### config.mk
export PLATFORM = sky130hd
export DESIGN_NAME = password_lock_param_flat
export DESIGN_NICKNAME = d
export VERILOG_FILES = /design/src/rtl/password_lock_param_if.sv /design/src/rtl/password_lock_param.sv /design/src/flat_wrapper.sv
export SDC_FILE = /design/constraint.sdc
export NUM_CORES = 1
export LEC_CHECK = 0
export CORE_MARGIN = 5
export CORE_UTILIZATION = 58
export DETAILED_ROUTE_END_ITERATION = 16
export HOLD_SLACK_MARGIN = 0.05
export PLACE_DENSITY = 0.92
export SYNTH_ARGS = -nofsm -noshare
export SYNTH_HDL_FRONTEND = slang
export SYNTH_SLANG_ARGS = --single-unit
### constraint.sdc
create_clock -name clk -period 2.9 [get_ports clk]
set_clock_uncertainty 0.05 [all_clocks]
set_input_delay 0.58 -clock clk [delete_from_list [all_inputs] [get_ports clk]]
set_output_delay 0.58 -clock clk [all_outputs]
set_load 0.03 [all_outputs]
### src/rtl/password_lock_param_if.sv
// password_lock_param_if: switch/strobe inputs and status/display outputs of the digit lock
// Optional macro: PASSWORD_PROGRAM_EN adds the prog input.
// Ports (master = board side, slave = lock):
//   digit_in  [DIGIT_W]                 digit value from switches
//   enter, clear                        level strobes, edge detected inside the lock
//   prog                                request code programming (PASSWORD_PROGRAM_EN only)
//   unlocked, lockout                   status LEDs
//   fail_cnt  [clog2(MAX_TRIES+1)]      consecutive failures
//   digit_idx [clog2(DIGITS+1)]         digits entered so far
//   seg_out   [7*DIGITS]                active-low segments, digit k at [7k+6:7k], bit 7k = a
interface password_lock_param_if #(
  parameter int DIGITS = 4,
  parameter int DIGIT_W = 4,
  parameter int MAX_TRIES = 3
);
  logic [DIGIT_W-1:0] digit_in;
  logic enter;
  logic clear;
`ifdef PASSWORD_PROGRAM_EN
  logic prog;
`endif
  logic unlocked;
  logic lockout;
  logic [$clog2(MAX_TRIES+1)-1:0] fail_cnt;
  logic [$clog2(DIGITS+1)-1:0] digit_idx;
  logic [7*DIGITS-1:0] seg_out;
`ifdef PASSWORD_PROGRAM_EN
  modport master(output digit_in, enter, clear, prog, input unlocked, lockout, fail_cnt, digit_idx, seg_out);
  modport slave(input digit_in, enter, clear, prog, output unlocked, lockout, fail_cnt, digit_idx, seg_out);
`else
  modport master(output digit_in, enter, clear, input unlocked, lockout, fail_cnt, digit_idx, seg_out);
  modport slave(input digit_in, enter, clear, output unlocked, lockout, fail_cnt, digit_idx, seg_out);
`endif
endinterface

### src/rtl/password_lock_param.sv
// password_lock_param: parametrised digit-sequence lock with seven-segment display, failure count and timed lockout
// Optional macro: PASSWORD_PROGRAM_EN adds a PROGRAM state that reloads the password from OPEN.
// Ports:
//   clk  system clock
//   rst  asynchronous reset, active-high
//   bus  password_lock_param_if.slave (digit_in, enter, clear, [prog] in; unlocked, lockout, fail_cnt, digit_idx, seg_out out)
module password_lock_param #(
  parameter int DIGITS = 4,
  parameter int DIGIT_W = 4,
  parameter logic [DIGITS*DIGIT_W-1:0] PASSWORD = 16'h1234,
  parameter int MAX_TRIES = 3,
  parameter int FAIL_CYCLES = 25_000_000,
  parameter int LOCK_CYCLES = 250_000_000
) (
  input logic clk,
  input logic rst,
  password_lock_param_if.slave bus
);
  localparam int CW = DIGITS * DIGIT_W;
  localparam int FW = $clog2(MAX_TRIES + 1);
  localparam int XW = $clog2(DIGITS + 1);
  localparam int TMAX = FAIL_CYCLES > LOCK_CYCLES ? FAIL_CYCLES : LOCK_CYCLES;
  localparam int TW = TMAX > 1 ? $clog2(TMAX) : 1;
  localparam logic [6:0] HEX [16] = '{7'h40, 7'h79, 7'h24, 7'h30, 7'h19, 7'h12, 7'h02, 7'h78,
                                      7'h00, 7'h10, 7'h08, 7'h03, 7'h46, 7'h21, 7'h06, 7'h0E};
  typedef enum logic [2:0] {
    ENTRY, CHECK, OPEN, FAIL, LOCKOUT
`ifdef PASSWORD_PROGRAM_EN
    , PROGRAM
`endif
  } state_t;
  state_t r_state, w_state;
  logic [CW-1:0] r_buf, w_buf, w_buf_wr, w_pw;
  logic [XW-1:0] r_idx, w_idx;
  logic [FW-1:0] r_fail, w_fail, w_fail_inc;
  logic [TW-1:0] r_timer, w_timer;
  logic r_enter, r_clear, w_ent, w_clr;
  logic [7*DIGITS-1:0] w_seg;
`ifdef PASSWORD_PROGRAM_EN
  logic [CW-1:0] r_pw, w_pw_nxt;
  assign w_pw = r_pw;
`else
  assign w_pw = PASSWORD;
`endif
  // clear has priority: a simultaneous enter edge is dropped
  assign w_clr = bus.clear & ~r_clear;
  assign w_ent = bus.enter & ~r_enter & ~w_clr;
  assign w_fail_inc = r_fail + FW'(1);
  // digit 0 lives in the most significant slot of the buffer
  always_comb begin
    w_buf_wr = r_buf;
    for (int k = 0; k < DIGITS; k++)
      if (r_idx == XW'(k)) w_buf_wr[CW-1-DIGIT_W*k -: DIGIT_W] = bus.digit_in;
  end
  always_comb begin
    w_state = r_state;
    w_buf = r_buf;
    w_idx = r_idx;
    w_fail = r_fail;
    w_timer = r_timer;
`ifdef PASSWORD_PROGRAM_EN
    w_pw_nxt = r_pw;
`endif
    case (r_state)
      ENTRY:
        if (r_idx == XW'(DIGITS)) w_state = CHECK;
        else if (w_clr) begin
          w_buf = '0;
          w_idx = '0;
        end else if (w_ent) begin
          w_buf = w_buf_wr;
          w_idx = r_idx + XW'(1);
        end
      CHECK: begin
        w_buf = '0;
        w_idx = '0;
        if (r_buf == w_pw) begin
          w_state = OPEN;
          w_fail = '0;
        end else if (w_fail_inc < FW'(MAX_TRIES)) begin
          w_state = FAIL;
          w_fail = w_fail_inc;
          w_timer = TW'(FAIL_CYCLES - 1);
        end else begin
          w_state = LOCKOUT;
          w_fail = FW'(MAX_TRIES);
          w_timer = TW'(LOCK_CYCLES - 1);
        end
      end
      FAIL: begin
        w_state = r_timer == '0 ? ENTRY : FAIL;
        w_timer = r_timer == '0 ? '0 : r_timer - TW'(1);
      end
      LOCKOUT: begin
        w_state = r_timer == '0 ? ENTRY : LOCKOUT;
        w_timer = r_timer == '0 ? '0 : r_timer - TW'(1);
        w_fail = r_timer == '0 ? '0 : r_fail;
      end
      OPEN:
        if (w_clr) w_state = ENTRY;
`ifdef PASSWORD_PROGRAM_EN
        else if (w_ent && bus.prog) begin
          w_state = PROGRAM;
          w_buf = '0;
          w_idx = '0;
        end
      PROGRAM:
        if (w_clr) begin
          w_state = ENTRY;
          w_buf = '0;
          w_idx = '0;
        end else if (w_ent && r_idx == XW'(DIGITS - 1)) begin
          w_pw_nxt = w_buf_wr;
          w_state = ENTRY;
          w_buf = '0;
          w_idx = '0;
        end else if (w_ent) begin
          w_buf = w_buf_wr;
          w_idx = r_idx + XW'(1);
        end
`endif
      default: w_state = ENTRY;
    endcase
  end
  always_ff @(posedge clk or posedge rst)
    if (rst) begin
      r_state <= ENTRY;
      r_buf <= '0;
      r_idx <= '0;
      r_fail <= '0;
      r_timer <= '0;
      r_enter <= 1'b0;
      r_clear <= 1'b0;
`ifdef PASSWORD_PROGRAM_EN
      r_pw <= PASSWORD;
`endif
    end else begin
      r_state <= w_state;
      r_buf <= w_buf;
      r_idx <= w_idx;
      r_fail <= w_fail;
      r_timer <= w_timer;
      r_enter <= bus.enter;
      r_clear <= bus.clear;
`ifdef PASSWORD_PROGRAM_EN
      r_pw <= w_pw_nxt;
`endif
    end
  // entry-style states (ENTRY, CHECK, PROGRAM) show typed digits, dashes beyond idx
  always_comb begin
    w_seg = '0;
    for (int k = 0; k < DIGITS; k++)
      w_seg[7*k +: 7] = r_state == OPEN ? 7'h40 :
                        r_state == FAIL ? 7'h06 :
                        r_state == LOCKOUT ? (k == 0 ? 7'h47 : 7'h7F) :
                        XW'(k) < r_idx ? HEX[4'(r_buf[CW-1-DIGIT_W*k -: DIGIT_W])] : 7'h3F;
  end
  assign bus.seg_out = w_seg;
`ifdef PASSWORD_PROGRAM_EN
  assign bus.unlocked = r_state == OPEN || r_state == PROGRAM;
`else
  assign bus.unlocked = r_state == OPEN;
`endif
  assign bus.lockout = r_state == LOCKOUT;
  assign bus.fail_cnt = r_fail;
  assign bus.digit_idx = r_idx;
endmodule
### src/flat_wrapper.sv
// flat-port wrapper written by rule: the top's interface ports become plain ports
module password_lock_param_flat 
#(
  parameter int DIGITS = 4,
  parameter int DIGIT_W = 4,
  parameter logic [DIGITS*DIGIT_W-1:0] PASSWORD = 16'h1234,
  parameter int MAX_TRIES = 3,
  parameter int FAIL_CYCLES = 25_000_000,
  parameter int LOCK_CYCLES = 250_000_000
)
  (clk, rst, bus_digit_in, bus_enter, bus_clear, bus_unlocked, bus_lockout, bus_fail_cnt, bus_digit_idx, bus_seg_out);
  password_lock_param_if #(.DIGITS(DIGITS), .DIGIT_W(DIGIT_W), .MAX_TRIES(MAX_TRIES)) bus_i ();
  input logic clk;
  input logic rst;
  input wire logic [$bits(bus_i.digit_in)-1:0] bus_digit_in;
  input wire logic [$bits(bus_i.enter)-1:0] bus_enter;
  input wire logic [$bits(bus_i.clear)-1:0] bus_clear;
  output wire logic [$bits(bus_i.unlocked)-1:0] bus_unlocked;
  output wire logic [$bits(bus_i.lockout)-1:0] bus_lockout;
  output wire logic [$bits(bus_i.fail_cnt)-1:0] bus_fail_cnt;
  output wire logic [$bits(bus_i.digit_idx)-1:0] bus_digit_idx;
  output wire logic [$bits(bus_i.seg_out)-1:0] bus_seg_out;
  assign bus_i.digit_in = bus_digit_in;
  assign bus_i.enter = bus_enter;
  assign bus_i.clear = bus_clear;
  assign bus_unlocked = bus_i.unlocked;
  assign bus_lockout = bus_i.lockout;
  assign bus_fail_cnt = bus_i.fail_cnt;
  assign bus_digit_idx = bus_i.digit_idx;
  assign bus_seg_out = bus_i.seg_out;
  password_lock_param #(.DIGITS(DIGITS), .DIGIT_W(DIGIT_W), .PASSWORD(PASSWORD), .MAX_TRIES(MAX_TRIES), .FAIL_CYCLES(FAIL_CYCLES), .LOCK_CYCLES(LOCK_CYCLES)) u_core (.clk(clk), .rst(rst), .bus(bus_i));
endmodule
# ---- Word-level counts from Yosys, hierarchy flattened
# Memories as Yosys holds them, arrays and structs flattened.
# Cells that the tools add are included.
dict set report classes {
  add_sub_neg 3
  n_lt_le_gt_ge 9
  eq_ne 19
  muxes 51
  bitwise 10
  reduce_logical 15
}
# op count
set ops {}
lappend ops {{two-way mux 7 bit} 24}
lappend ops {{two-way mux 28 bit} 3}
lappend ops {{one-hot mux 28 bit (2 select lines)} 1}
lappend ops {{two-way mux 16 bit} 3}
lappend ops {{one-hot mux 16 bit (2 select lines)} 1}
lappend ops {{logical NOT 28 bit} 1}
lappend ops {{subtractor 28 x 1 -> 28 bit (second input constant)} 1}
lappend ops {{two-way mux 3 bit} 8}
lappend ops {{>= comparator 5 bit (second input constant)} 4}
lappend ops {{inverter 4 -> 5 bit} 4}
lappend ops {{equality test 16 x 13 -> 1 bit (second input constant)} 1}
lappend ops {{two-way mux 4 bit} 4}
lappend ops {{AND reduction 4 bit} 4}
lappend ops {{!= test 3 x 1 -> 1 bit (second input constant)} 5}
lappend ops {{one-hot mux 3 bit (5 select lines)} 1}
lappend ops {{equality test 3 x 2 -> 1 bit (second input constant)} 4}
lappend ops {{two-way mux 2 bit} 4}
lappend ops {{equality test 3 x 1 -> 1 bit (second input constant)} 2}
lappend ops {{equality test 3 bit (second input constant)} 2}
lappend ops {{logical NOT 3 bit} 2}
lappend ops {{< comparator 1 x 3 -> 1 bit (first input constant)} 2}
lappend ops {{< comparator 2 x 3 -> 1 bit (first input constant)} 2}
lappend ops {{!= test 2 x 1 -> 1 bit (second input constant)} 3}
lappend ops {{one-hot mux 3 bit (2 select lines)} 1}
lappend ops {{11 further kinds} 20}
dict set report word_totals {
  register_bits 54
  rom_bits 448
  inputBits 8
  word_cells 121
  mem_count 4
}
# memory depth width rd rd_ports_with_merged_regs wr line
set mem_list {}
lappend mem_list {{(no name shown)} 16 7 1 0 0 password_lock_param.sv:156} ;# XW'(k) < r_idx ? HEX[4'(r_buf[CW-1-DIGIT_W*k -: DIGIT_W])] : 7'h3F;
lappend mem_list {{(no name shown)} 16 7 1 0 0 password_lock_param.sv:156}
lappend mem_list {{(no name shown)} 16 7 1 0 0 password_lock_param.sv:156}
lappend mem_list {{(no name shown)} 16 7 1 0 0 password_lock_param.sv:156}

# ---- Logic depth before layout (Yosys ltp)
# Gate-level depths: netlist of run 1.
dict set report depth {
  depth_word 8
  mapped_depth 8
  mapped_depth_nobuf 7
}

# ---- Worst setup path after synthesis of run 1
# No wires, ideal clock.
dict set report synth_timing {
  path_kind {register -> output}
  startpoint {register u_core.r_idx[2], in the netlist u_core.bus.digit_idx[2]}
  endpoint {output bus_seg_out[20]}
  t_arrival_ns 2.236
  path_slack_ns 0.034
  stages_incl_launch_ff 5
  cell_sequence {dfrtp_1 > clkbuf_1 > a21oi_1 > a21o_1 > o311ai_0}
}
dict set report synth_between {
  elab_chain_len 5
}
# element line
set synth_lines {}
lappend synth_lines {{start: declaration} password_lock_param.sv:34} ;# logic [XW-1:0] r_idx, w_idx;
lappend synth_lines {{start signal: assignment} password_lock_param.sv:140} ;# r_idx <= w_idx;
lappend synth_lines {{< comparator 2 x 3 -> 1 bit} password_lock_param.sv:156}
lappend synth_lines {{two-way mux 7 bit} password_lock_param.sv:156}
lappend synth_lines {{two-way mux 7 bit} password_lock_param.sv:155} ;# r_state == LOCKOUT ? (k == 0 ? 7'h47 : 7'h7F) :
lappend synth_lines {{two-way mux 7 bit} password_lock_param.sv:154} ;# r_state == FAIL ? 7'h06 :
lappend synth_lines {{two-way mux 7 bit} password_lock_param.sv:153} ;# w_seg[7*k +: 7] = r_state == OPEN ? 7'h40 :
lappend synth_lines {{end: declaration} flat_wrapper.sv:22} ;# output wire logic [$bits(bus_i.seg_out)-1:0] bus_seg_out;
# Every way passes these cells.

# ---- Worst setup path after layout of run 1
dict set report layout_timing {
  startpoint {register u_core.r_buf[0]}
  endpoint {output bus_seg_out[27]}
}
dict set report layout_between {
  elab_chain_len 8
}
# element line
set layout_lines {}
lappend layout_lines {{start: declaration} password_lock_param.sv:33} ;# logic [CW-1:0] r_buf, w_buf, w_buf_wr, w_pw;
lappend layout_lines {{start signal: assignment} password_lock_param.sv:139} ;# r_buf <= w_buf;
lappend layout_lines {{inverter 4 -> 5 bit (implied by the code)} password_lock_param.sv:156}
lappend layout_lines {{memory (16 x 7 bit)} -}
lappend layout_lines {{two-way mux 7 bit (implied by the code) (2 in a row)} password_lock_param.sv:156}
lappend layout_lines {{two-way mux 7 bit} password_lock_param.sv:156}
lappend layout_lines {{two-way mux 7 bit} password_lock_param.sv:155}
lappend layout_lines {{two-way mux 7 bit} password_lock_param.sv:154}
lappend layout_lines {{two-way mux 7 bit} password_lock_param.sv:153}
# Every way passes these cells. The select of a mux whose other input is x is not followed.

==> metrics.md, run 1 <==
| Metric | Value |
|---|---|
| Type of element capturing the critical path | output port |
| Root buf cell | clkbuf_8 |
| Switching power | 2.95 mW |
| Count of antenna-violating nets left after detailed routing | 0 |
| Max_cap viols | 0 |
| Relative contribution of sequential cells to total power | 0.254 |
| DRT Pass-1 Iters | 5 |
| Warnings, synthesis | 0 |
| Hold Crit Class | flop to flop |
| Highest achievable clock rate | 360 MHz |
| Global-route usage over all layers | 0.269 |
| Kind of launch point of the worst setup path | flop |
| Average vias per placed instance | 6.37 |
| Peak fanout along the critical path | 6 |
| Slew margin rel. | 0.244 |
| CP endpoint | bus_seg_out[27] |
| Largest stage delay on the critical path | 0.45 ns |
| Minimum setup slack among reg-to-reg paths | 0.33 ns |
| Leading cell type in the layout, fill and taps excluded | dfrtp_1 |
| Cts bufs inserted | 5 |
| Die area | 9140 um^2 |
| Worst Hold Slack | 0.487 ns |
| Status | finished, final reports clean |
| Placeable Area | 7180 um^2 |
| Post-synth net total | 554 |
| Transition time of the tightest slew-check pin | 1.12 ns |
| Fill cells | 551 |
| Post-DR wirelength/cell | 17.2 um |
| CTS H-Tree Depth | 2 |
| Vertical extent of the die | 95.6 um |
| Crit path required time | 2.27 ns |
| Power consumption | 5.57 mW |
| Number of inserted diodes | 0 |
| Endpoints failing hold | 0 |
| Pin count of the biggest net entering global routing | 55 |
| Count of standard-cell rows | 31 |
| Net count of the finished layout | 599 |
| Sink Count | 54 |
| Total number of vias | 4212 |
| Cell Area, Synth | 4250 um^2 |
| Register-to-Register Path Depth | 7 |
| Post-route fraction of the period consumed by the critical path | 0.958 |
| Post-synthesis cell type count | 62 |
| I/O pins | 43 |
| Post-DP HPWL | 8.48 mm |
| Unrepaired setup endpoints after global routing | false |
| # setup viols final | 0 |
| Worst-path clk slew | 0.11 ns |
| Starting density of the core | 0.592 |
| Peak supply drop | 959 uV |
| Crit-path slowest cell | dfrtp_1 |
| CP startpoint | u_core.r_buf[0] |
| Cell Chain, Critical Path | ha_1, and2_1, o311ai_0, o21ai_0, nand2_1, o211ai_1, buf_4 |
| Total overflow reported by the global router | 0 |
| CP arrival | 2.15 ns |
| Share of layout cells above drive strength 1 | 0.121 |
| Startpoint-to-endpoint class of the critical path | flop to output port |
| TritonCTS clock tree | yes |
| Avg Inst Size Synth | 8.24 um^2 |
| Post-synthesis instance total | 516 |
| Number of remaining DRC errors | 0 |
| Vias in the first global route | 4210 |
| Die width | 95.6 um |
| Share of synthesized flip-flops with an asynchronous set or reset | 1.00 |
| Launch instance of the worst register-to-register path | u_core.r_buf[8] |
| Dominant register cell in the synthesized netlist | dfrtp_1 |
| Switching share of power | 0.529 |
| Pins over their slew limit | 0 |
| Number of buffer and inverter instances along the worst setup path | 1 |
| Post-CTS setup buffer count | 0 |
| Standby leakage power | 2.10 nW |
| Hold buffer count at cts | 0 |
| Critical R2R Capture | u_core.r_timer[11] |
| Layout-stage area growth over the synthesis result | 15.4% |
| Final RePlAce weighted congestion | 0.985 |
| Setup TNS after final layout | 0 ns |
| Max Root-Sink Buffers | 2 |
| Global-route wire length before repair | 19.6 mm |
| Logic depth of the worst path, buffers included | 7 |
| Later-pin clock latency in the skew report | 0.32 ns |
| Final worst path period need | 2.78 ns |
| DRC marker count from the first detailed-route iteration | 253 |
| Seq/Total Area, Yosys | 0.318 |
| Cells resized by post-CTS repair | 19 |
| Combinational share of power | 0.664 |
| Total internal power | 2.62 mW |
| Initial antenna violation count | 0 |
| Post-synth EDFFs | 0 |
| Top Family by Delay on Critical Path | compound AO/OA/AOI/OAI gates |
| Flop and latch count out of synthesis | 54 |
| Port Buffer Count | 42 |
| Power density of the placed cells | 1140 nW/um^2 |
| Commonest non-fill, non-tap cells in the layout | dfrtp_1 (54), o21ai_0 (45), nor2_1 (43) |
| Sum of routed wire length over all layers | 11.4 mm |
| Clk network pwr share | 0.082 |
==> worst register-to-register path, delay by kind of cell (launching register included) <==
family                     cells  cell delay, ns
AOI/OAI and AO/OA              2            0.30
adders and majority gates      1            0.26
buffers and inverters          1            0.14
DFF                            1            0.44
and+or+nand+nor                3            1.32
==> power by group through the flow <==
stage               sequential [mW]  combinational [mW]  clock, mW
floorplan                      1.33                2.57          0
global placement               1.40                3.70          0
detailed placement             1.42                3.81          0
CTS                            1.41                3.68      0.454
global route                   1.47                4.06      0.479
finish                         1.42                3.70      0.454
==> layout make-up <==
type / count / area [um^2] / area share
Sequential cell: 54 / 1350 / 0.275
Tap cell: 99 / 124 / 0.0252
Timing Repair Buffer: 63 / 547 / 0.111
Multi-Input combinational cell: 405 / 2670 / 0.545
Clock buffer: 7 / 86.3 / 0.0176
Inverter: 32 / 120 / 0.0245
Clock inverter: 1 / 5.00 / 0.00102
==> routing by layer <==
| layer | GRT usage | vias up | wire [um] |
|---|---|---|---|
| met2 | 0.468 | 191 | 5810 |
| met4 | 0.109 | 0 | 345 |
| met5 | 0 | - | 0 |
| met3 | 0.0584 | 39 | 773 |
| li1 | - | 2001 | - |
| met1 | 0.319 | 1981 | 4460 |
==> through the flow <==
stage | utilization | cells | worst slack [ns] | instance area (um^2)
after global routing | 0.684 | 661 | 0.00938 | 4910
after floorplan | - | 516 | 0.0342 | 4250
final | 0.684 | 661 | 0.122 | 4910
after detailed placement | 0.673 | 653 | 0.174 | 4830
after CTS | 0.682 | 661 | 0.0355 | 4890
after global placement | 0.673 | 653 | 0.242 | 4830
==> cell usage after synthesis (all sizes together) (5+ instances only) <==
cell type	n	share of area
dfrtp	54	0.32
a21o	9	0.016
a211oi	5	0.0088
nand2b	12	0.018
nor2	44	0.041
nand3	14	0.016
o21ai	48	0.057
ha	30	0.088
clkbuf	19	0.017
and2	8	0.012
and4	6	0.012
inv	32	0.028
o211ai	7	0.012
buf	6	0.0091
mux2	17	0.045
nor3	17	0.021
nand2	38	0.034
nor4	10	0.020
a21oi	43	0.052
or4	6	0.013
a31oi	24	0.035
==> logic make-up after synthesis <==
group / after synthesis / share of synthesized area
fa+ha+maj: 30 / 0.0883
flops: 54 / 0.318
simple gates: 181 / 0.231
xor+xnor: 2 / 0.00412
mux: 18 / 0.0474
buf+inv: 57 / 0.0545
compound gates: 174 / 0.257
==> flip-flops by register name, indices dropped and copies added (netlist names) <==
signal	count
u_core.bus.digit_idx	3
u_core.bus.fail_cnt	2
u_core.r_buf	16
u_core.r_state	3
u_core.r_enter	1
u_core.r_clear	1
u_core.r_timer	28
==> worst min-delay path by stage <==
stage / to / depth (start not counted) / startpoint / slack, ns
5_1_grt: u_core.r_timer[27] / 1 / u_core.r_timer[27] / 0.50
3_3_place_gp: u_core.r_timer[27] / 1 / u_core.r_timer[27] / 0.45
3_5_place_dp: u_core.r_timer[27] / 1 / u_core.r_timer[27] / 0.46
6_report: u_core.r_timer[27] / 1 / u_core.r_timer[27] / 0.49
2_1_floorplan: u_core.r_timer[27] / 1 / u_core.r_timer[27] / 0.43
4_1_cts: u_core.r_timer[27] / 1 / u_core.r_timer[27] / 0.49
No activity file was read; power rests on OpenSTA's default activity.
==> run 2, diff against run 1 <==
--- a/config.mk
+++ b/config.mk
@@ -9,6 +9,7 @@
 export CORE_UTILIZATION = 58
 export DETAILED_ROUTE_END_ITERATION = 16
 export HOLD_SLACK_MARGIN = 0.05
+export MAX_ROUTING_LAYER = met4
 export PLACE_DENSITY = 0.92
 export SYNTH_ARGS = -nofsm -noshare
 export SYNTH_HDL_FRONTEND = slang
==> run 2 against run 1 <==
Effect of this change: largest power group unchanged; critical path type unchanged; die area did not move; clock-buffer cell count did not move; sequential power barely moved.
==> metrics.md, run 2 (synthesis results as in run 1) <==
| Metric | Value |
|---|---|
| Leading registers by flop count | u_core.r_timer (28), u_core.r_buf (16) |
| Layout-stage area growth over the synthesis result | 15.4% (about the same) |
| Standby leakage power | 2.10 nW (about the same) |
| TritonCTS clock tree | yes |
| Fraction of met3 tracks used by global routing | 0.0529 (-0.00552) |
| CP arrival | 2.14 ns (about the same) |
| Vias in the first global route | 4213 (+0.071%) |
| Max Root-Sink Buffers | 2 (unchanged) |
| Worst Hold Slack | 0.490 ns (+0.00288 ns) |
| Hold buffer count at cts | 0 (unchanged) |
| Starting density of the core | 0.592 (unchanged) |
| Type of element capturing the critical path | output port |
| Count of antenna-violating nets left after detailed routing | 0 (unchanged) |
| Slew margin rel. | 0.228 (-0.0157) |
| Global-route wire length before repair | 19.6 mm (-0.14%) |
| Combinational share of power | 0.664 (about the same) |
| Peak supply drop | 959 uV (about the same) |
| Relative contribution of sequential cells to total power | 0.255 (about the same) |
| Placeable Area | 7180 um^2 (unchanged) |
| Final worst path period need | 2.77 ns (-0.00677 ns) |
| Flip-flop count of the largest register, all copies and words added | 28 (unchanged) |
| Global-route usage over all layers | 0.276 (+0.00788) |
| I/O pins | 43 (unchanged) |
| Most flop-heavy register | u_core.r_timer |
| CTS H-Tree Depth | 2 (unchanged) |
| Transition time of the tightest slew-check pin | 1.15 ns (+0.0233 ns) |
| Power density of the placed cells | 1130 nW/um^2 (about the same) |
| Global routing usage on met1 | 0.323 (+0.00446) |
| Switching power | 2.94 mW (about the same) |
| Net count of the finished layout | 599 (unchanged) |
| Post-route fraction of the period consumed by the critical path | 0.956 (-0.00233) |
| Peak fanout along the critical path | 6 (unchanged) |
| Port Buffer Count | 42 (unchanged) |
| Number of buffer and inverter instances along the worst setup path | 1 (unchanged) |
| Largest stage delay on the critical path | 0.45 ns (about the same) |
| Switching share of power | 0.529 (about the same) |
| Final Instance Area | 4900 um^2 (about the same) |
| DRT Pass-1 Iters | 5 (unchanged) |
| Worst-path clk slew | 0.10 ns (about the same) |
| Placed Area | 4830 um^2 (unchanged) |
| Post-DR wirelength/cell | 17.3 um (+0.20%) |
| Number of remaining DRC errors | 0 (unchanged) |
| Most Used Layer, Global Route | met2 |
| Pin count of the biggest net entering global routing | 55 (unchanged) |
| Initial antenna violation count | 0 (unchanged) |
| Share of layout cells above drive strength 1 | 0.121 (unchanged) |
| Cell Chain, Critical Path | ha_1, and2_1, o311ai_0, o21ai_0, nand2_1, o211ai_1, buf_4 |
| Fill cells | 552 (+0.18%) |
| Count of standard-cell rows | 31 (unchanged) |
| Sum of routed wire length over all layers | 11.4 mm (+0.20%) |
| Final RePlAce weighted congestion | 1.00 (+1.9%) |
| Commonest non-fill, non-tap cells in the layout | dfrtp_1 (54), o21ai_0 (45), nor2_1 (43) |
| Die width | 95.6 um (unchanged) |
| Total number of vias | 4217 (+0.12%) |
| Cts bufs inserted | 5 (unchanged) |
| Total overflow reported by the global router | 0 (unchanged) |
| Endpoints failing hold | 0 (unchanged) |
| Unrepaired setup endpoints after global routing | false |
| Sink Count | 54 (unchanged) |
| Pins over their slew limit | 0 (unchanged) |
| Startpoint-to-endpoint class of the critical path | flop to output port |
| Average vias per placed instance | 6.38 (+0.12%) |
| Global routing usage on met2 | 0.467 (-0.000579) |
| Clk network pwr share | 0.082 (about the same) |
| Highest achievable clock rate | 361 MHz (+0.24%) |
| Kind of launch point of the worst setup path | flop |
| Top Family by Delay on Critical Path | compound AO/OA/AOI/OAI gates |
| Cell Count, Final, Fillers Out | 661 (unchanged) |
| Crit path required time | 2.27 ns (about the same) |
| Cell count after placement | 653 (unchanged) |
| Status | finished, final reports clean |
| Post-DP HPWL | 8.48 mm (unchanged) |
| Max_cap viols | 0 (unchanged) |
| Hold Crit Class | flop to flop |
| Die area | 9140 um^2 (unchanged) |
| Setup TNS after final layout | 0 ns (unchanged) |
| Power consumption | 5.56 mW (-0.11%) |
| Later-pin clock latency in the skew report | 0.32 ns (about the same) |
| Number of inserted diodes | 0 (unchanged) |
| DRC marker count from the first detailed-route iteration | 292 (+15%) |
| Root buf cell | clkbuf_8 |
| Total internal power | 2.62 mW (-0.12%) |
| Vertical extent of the die | 95.6 um (unchanged) |
| Leading cell type in the layout, fill and taps excluded | dfrtp_1 |
| # setup viols final | 0 (unchanged) |
| Crit-path slowest cell | dfrtp_1 |
run 2: cell types whose count changed in the layout (fill, tap and decap cells not counted):
cell | previous run | this run
dlygate4sd2_1 | 17 | 18
clkdlybuf4s15_1 | 1 | 0
run 2: final cells by class:
cell class / instances / area [um^2] / share of cell area
sequential: 54 / 1350 / 0.276
timing repair buffer: 63 / 546 / 0.111
multi-input combinational: 405 / 2670 / 0.545
clock inverter: 1 / 5.00 / 0.00102
inverter: 32 / 120 / 0.0245
tap: 99 / 124 / 0.0253
clock buffer: 7 / 86.3 / 0.0176
run 2: power by group through the flow:
stage | registers (mW) | clock network (mW) | logic (mW)
floorplan | 1.33 | 0 | 2.57
global placement | 1.40 | 0 | 3.70
detailed placement | 1.42 | 0 | 3.81
CTS | 1.41 | 0.454 | 3.68
global route | 1.47 | 0.480 | 4.05
finish | 1.42 | 0.454 | 3.69
run 2: final timing paths:
| path | slack (ns) | cells after the start | startpoint | to |
|---|---|---|---|---|
| max | 0.13 | 7 | u_core.r_buf[0] | bus_seg_out[27] |
| min | 0.49 | 1 | u_core.r_timer[27] | u_core.r_timer[27] |
| max reg2reg | 0.31 | 7 | u_core.r_buf[8] | u_core.r_timer[11] |
| min reg2reg | 0.49 | 1 | u_core.r_timer[27] | u_core.r_timer[27] |
| max in group asynchronous | 1.63 | 3 | rst | u_core.r_timer[2] |
| min in group asynchronous | 0.72 | 3 | rst | u_core.r_state[1] |
run 2: layer usage:
metal / vias up / share of wire
met1: 1997 / 0.39
met3: 32 / 0.069
met4: 0 / 0.026
li1: 2000 / -
met5: - / 0
met2: 188 / 0.51
run 2: timing repair:
action,4_1_cts,5_1_grt
setup buffers,0,0
resized for setup,19,10
gates cloned,0,0
endpoints found under the setup margin,19,9
run 2: worst register-to-register path, stage by stage, from the launching register on:
cell and delay (ns):
dfrtp_1 0.44, inv_1 0.14, ha_1 0.27, nor4b_1 0.19
and3_1 0.27, nor4_1 0.88, a211o_1 0.19, o21a_1 0.11
run 2: per-stage QoR:
| stage | util | setup WS (ns) |
|---|---|---|
| after global routing | 0.684 | 0.00282 |
| after floorplan | - | 0.0342 |
| after global placement | 0.673 | 0.242 |
| after CTS | 0.682 | 0.0355 |
| final | 0.684 | 0.128 |
| after detailed placement | 0.673 | 0.174 |
==> run 3, diff against run 2 <==
--- a/config.mk
+++ b/config.mk
@@ -8,9 +8,10 @@
 export CORE_MARGIN = 5
 export CORE_UTILIZATION = 58
 export DETAILED_ROUTE_END_ITERATION = 16
+export GPL_ROUTABILITY_DRIVEN = 1
 export HOLD_SLACK_MARGIN = 0.05
 export MAX_ROUTING_LAYER = met4
-export PLACE_DENSITY = 0.92
+export PLACE_DENSITY_LB_ADDON = 0.1
 export SYNTH_ARGS = -nofsm -noshare
 export SYNTH_HDL_FRONTEND = slang
 export SYNTH_SLANG_ARGS = --single-unit
==> run 3 against run 2 <==
Effect of this change: first-iteration DRC count is 17% lower; via count hardly changed; non-clock buffer count is 3 higher; die area stayed put; flip-flop and latch count stayed put; critical path type unchanged; worst hold slack worse by 0.011 ns; largest cell class unchanged.
==> metrics.md, run 3 (synthesis results as in run 1) <==
| Metric | Value |
|---|---|
| Multi-input logic area | 2680 um^2 (about the same) |
| Endpoints failing hold | 0 (unchanged) |
| Startpoint of the lowest-slack hold path | u_core.bus.fail_cnt[0] |
| Final core utilization | 0.685 (+0.00192) |
| Pins over their slew limit | 0 (unchanged) |
| Slew margin rel. | 0.413 (+0.185) |
| # setup viols final | 0 (unchanged) |
| Global-route wire length before repair | 19.0 mm (-3.3%) |
| Die width | 95.6 um (unchanged) |
| Switching power | 2.92 mW (-0.85%) |
| Power consumption | 5.56 mW (-0.11%) |
| Met2 wire length | 5.87 mm (+0.26%) |
| Setup Slack @ Placement | 0.141 ns (-0.0331 ns) |
| Post-route fraction of the period consumed by the critical path | 0.955 (about the same) |
| Flip-flop count of the largest register, all copies and words added | 28 (unchanged) |
| Number of inserted diodes | 0 (unchanged) |
| Root buf cell | clkbuf_8 |
| TritonCTS clock tree | yes |
| Sequential cell area | 1350 um^2 (about the same) |
| Setup TNS after final layout | 0 ns (unchanged) |
| Minimum setup slack among reg-to-reg paths | 0.34 ns (+0.03 ns) |
| Standby leakage power | 2.12 nW (+0.85%) |
| Sum of routed wire length over all layers | 11.5 mm (+1.1%) |
| Final RePlAce weighted congestion | 0.975 (-2.9%) |
| Pin count of the biggest net entering global routing | 55 (unchanged) |
| Commonest non-fill, non-tap cells in the layout | dfrtp_1 (53), o21ai_0 (45), nor2_1 (42), a21oi_1 (42), nand2_1 (38) |
| Average vias per placed instance | 6.36 (-0.37%) |
| Met3 wire len | 647 um (-17%) |
| Max Root-Sink Buffers | 2 (unchanged) |
| Total overflow reported by the global router | 0 (unchanged) |
| Met1 routed wirelength after detailed routing | 4.67 mm (+4.2%) |
| Starting density of the core | 0.592 (unchanged) |
| CTS H-Tree Depth | 2 (unchanged) |
| CP arrival | 2.14 ns (about the same) |
| Peak fanout along the critical path | 6 (unchanged) |
| Register-to-Register Path Depth | 8 (+1) |
| Vias in the first global route | 3926 (-6.8%) |
| Worst Hold Slack | 0.479 ns (-0.0111 ns) |
| Relative contribution of sequential cells to total power | 0.255 (about the same) |
| Post-DP HPWL | 8.56 mm (+0.92%) |
| Kind of launch point of the worst setup path | flop |
| Worst-path clk slew | 0.09 ns (about the same) |
| Leading cell type in the layout, fill and taps excluded | dfrtp_1 |
| Global-route usage over all layers | 0.269 (-0.00697) |
| Leading registers by flop count | u_core.r_timer (28), u_core.r_buf (16) |
| Startpoint-to-endpoint class of the critical path | flop to output port |
| Count of standard-cell rows | 31 (unchanged) |
| Fill cells | 593 (+7.4%) |
| Power density of the placed cells | 1130 nW/um^2 (-0.39%) |
| Peak supply drop | 744 uV (-22%) |
| Launch instance of the worst register-to-register path | u_core.r_buf[13] |
| Critical R2R Capture | u_core.r_timer[27] |
| Layout-stage area growth over the synthesis result | 15.7% |
| Die area | 9140 um^2 (unchanged) |
| Port Buffer Count | 42 (unchanged) |
| Hold Crit Class | flop to flop |
| Transition time of the tightest slew-check pin | 0.872 ns (-0.275 ns) |
| I/O pins | 43 (unchanged) |
| Total number of vias | 4214 (-0.071%) |
| Post-DR wirelength/cell | 17.4 um (+0.77%) |
| Number of remaining DRC errors | 0 (unchanged) |
| Sink Count | 54 (unchanged) |
| DRT Pass-1 Iters | 5 (unchanged) |
| Share of layout cells above drive strength 1 | 0.135 (+0.0138) |
| Combinational share of power | 0.672 (+0.008) |
| Most flop-heavy register | u_core.r_timer |
| Type of element capturing the critical path | output port |
| Highest achievable clock rate | 361 MHz (about the same) |
| Clk network pwr share | 0.073 (-0.009) |
| Vertical extent of the die | 95.6 um (unchanged) |
| Later-pin clock latency in the skew report | 0.31 ns (about the same) |
| Initial antenna violation count | 0 (unchanged) |
| DRC marker count from the first detailed-route iteration | 241 (-17%) |
| Cts bufs inserted | 5 (unchanged) |
| Unrepaired setup endpoints after global routing | false |
| Status | finished, final reports clean |
| Total internal power | 2.64 mW (+0.73%) |
| Crit path required time | 2.27 ns (about the same) |
| Net count of the finished layout | 602 (+0.50%) |
| Count of antenna-violating nets left after detailed routing | 0 (unchanged) |
| Count of cells along the worst hold path | 1 (unchanged) |
| End of the worst hold path | u_core.bus.fail_cnt[0] |
| Uppermost layer routed | met4 |
| Placeable Area | 7180 um^2 (unchanged) |
| Final worst path period need | 2.77 ns (-0.00256 ns) |
| Fin worst setup slack | 0.131 ns (+0.00256 ns) |
| Switching share of power | 0.525 (-0.00394) |
| Max_cap viols | 0 (unchanged) |
-- run 3: cell count changes in the layout (fill, tap and decap cells not counted), sizes merged --
cell,before,now
clkinv,1,0
dlygate4sd2,18,11
clkinvlp,0,1
clkdlybuf4s15,0,2
dlymetal6s2s,4,5
buf,27,33
-- run 3: power groups by stage --
stage          Combinational (mW)  Clock (mW)  Sequential, mW
2_1_floorplan                2.57           0            1.33
3_3_place_gp                 3.76           0            1.40
3_5_place_dp                 3.82           0            1.42
4_1_cts                      3.73       0.422            1.40
5_1_grt                      4.07       0.447            1.46
6_report                     3.73       0.408            1.41
-- run 3: routing by layer --
metal  GRT usage  up-vias
met3      0.0395       35
met1       0.329     2011
met5           -        -
li1            -     2000
met2       0.459      168
met4      0.0853        0
-- run 3: cell type report --
| type | instances | area share |
|---|---|---|
| Clock buffer | 6 | 0.0148 |
| Clock inverter | 1 | 0.00153 |
| Inverter | 32 | 0.0244 |
| Multi-Input combinational cell | 405 | 0.544 |
| Sequential cell | 54 | 0.275 |
| Tap cell | 99 | 0.0252 |
| Timing Repair Buffer | 66 | 0.115 |
-- run 3: critical path: stages (launching register included) --
cell	delay, ns
dfrtp_1	0.45
ha_1	0.25
and2_1	0.19
o311ai_0	0.41
o21ai_0	0.15
nand2_1	0.09
o211ai_1	0.10
buf_4	0.19
-- run 3: through the flow --
stage	instance area [um^2]	std cells
5_1_grt	4920	663
3_3_place_gp	4840	656
3_5_place_dp	4840	656
6_report	4920	663
2_1_floorplan	4250	516
4_1_cts	4900	663
-- run 3: what timing repair did --
| item | CTS | global route |
|---|---|---|
| buffers inserted | 0 | 0 |
| endpoints found under the hold margin | 0 | 0 |
| resized for setup | 16 | 17 |
| hold buffers | 0 | 0 |
| setup endpoints to repair | 16 | 11 |
-- run 3: how the worst max path moves through the flow --
stage	startpoint	to	slack [ns]
final	u_core.r_buf[0]	bus_seg_out[27]	0.13
after global routing	u_core.r_buf[0]	bus_seg_out[27]	0.03
after CTS	u_core.r_buf[0]	bus_seg_out[22]	0.02
after detailed placement	u_core.r_buf[13]	u_core.r_timer[27]	0.14
after global placement	u_core.r_state[1]	bus_seg_out[19]	0.21
after floorplan	u_core.bus.digit_idx[2]	bus_seg_out[20]	0.03
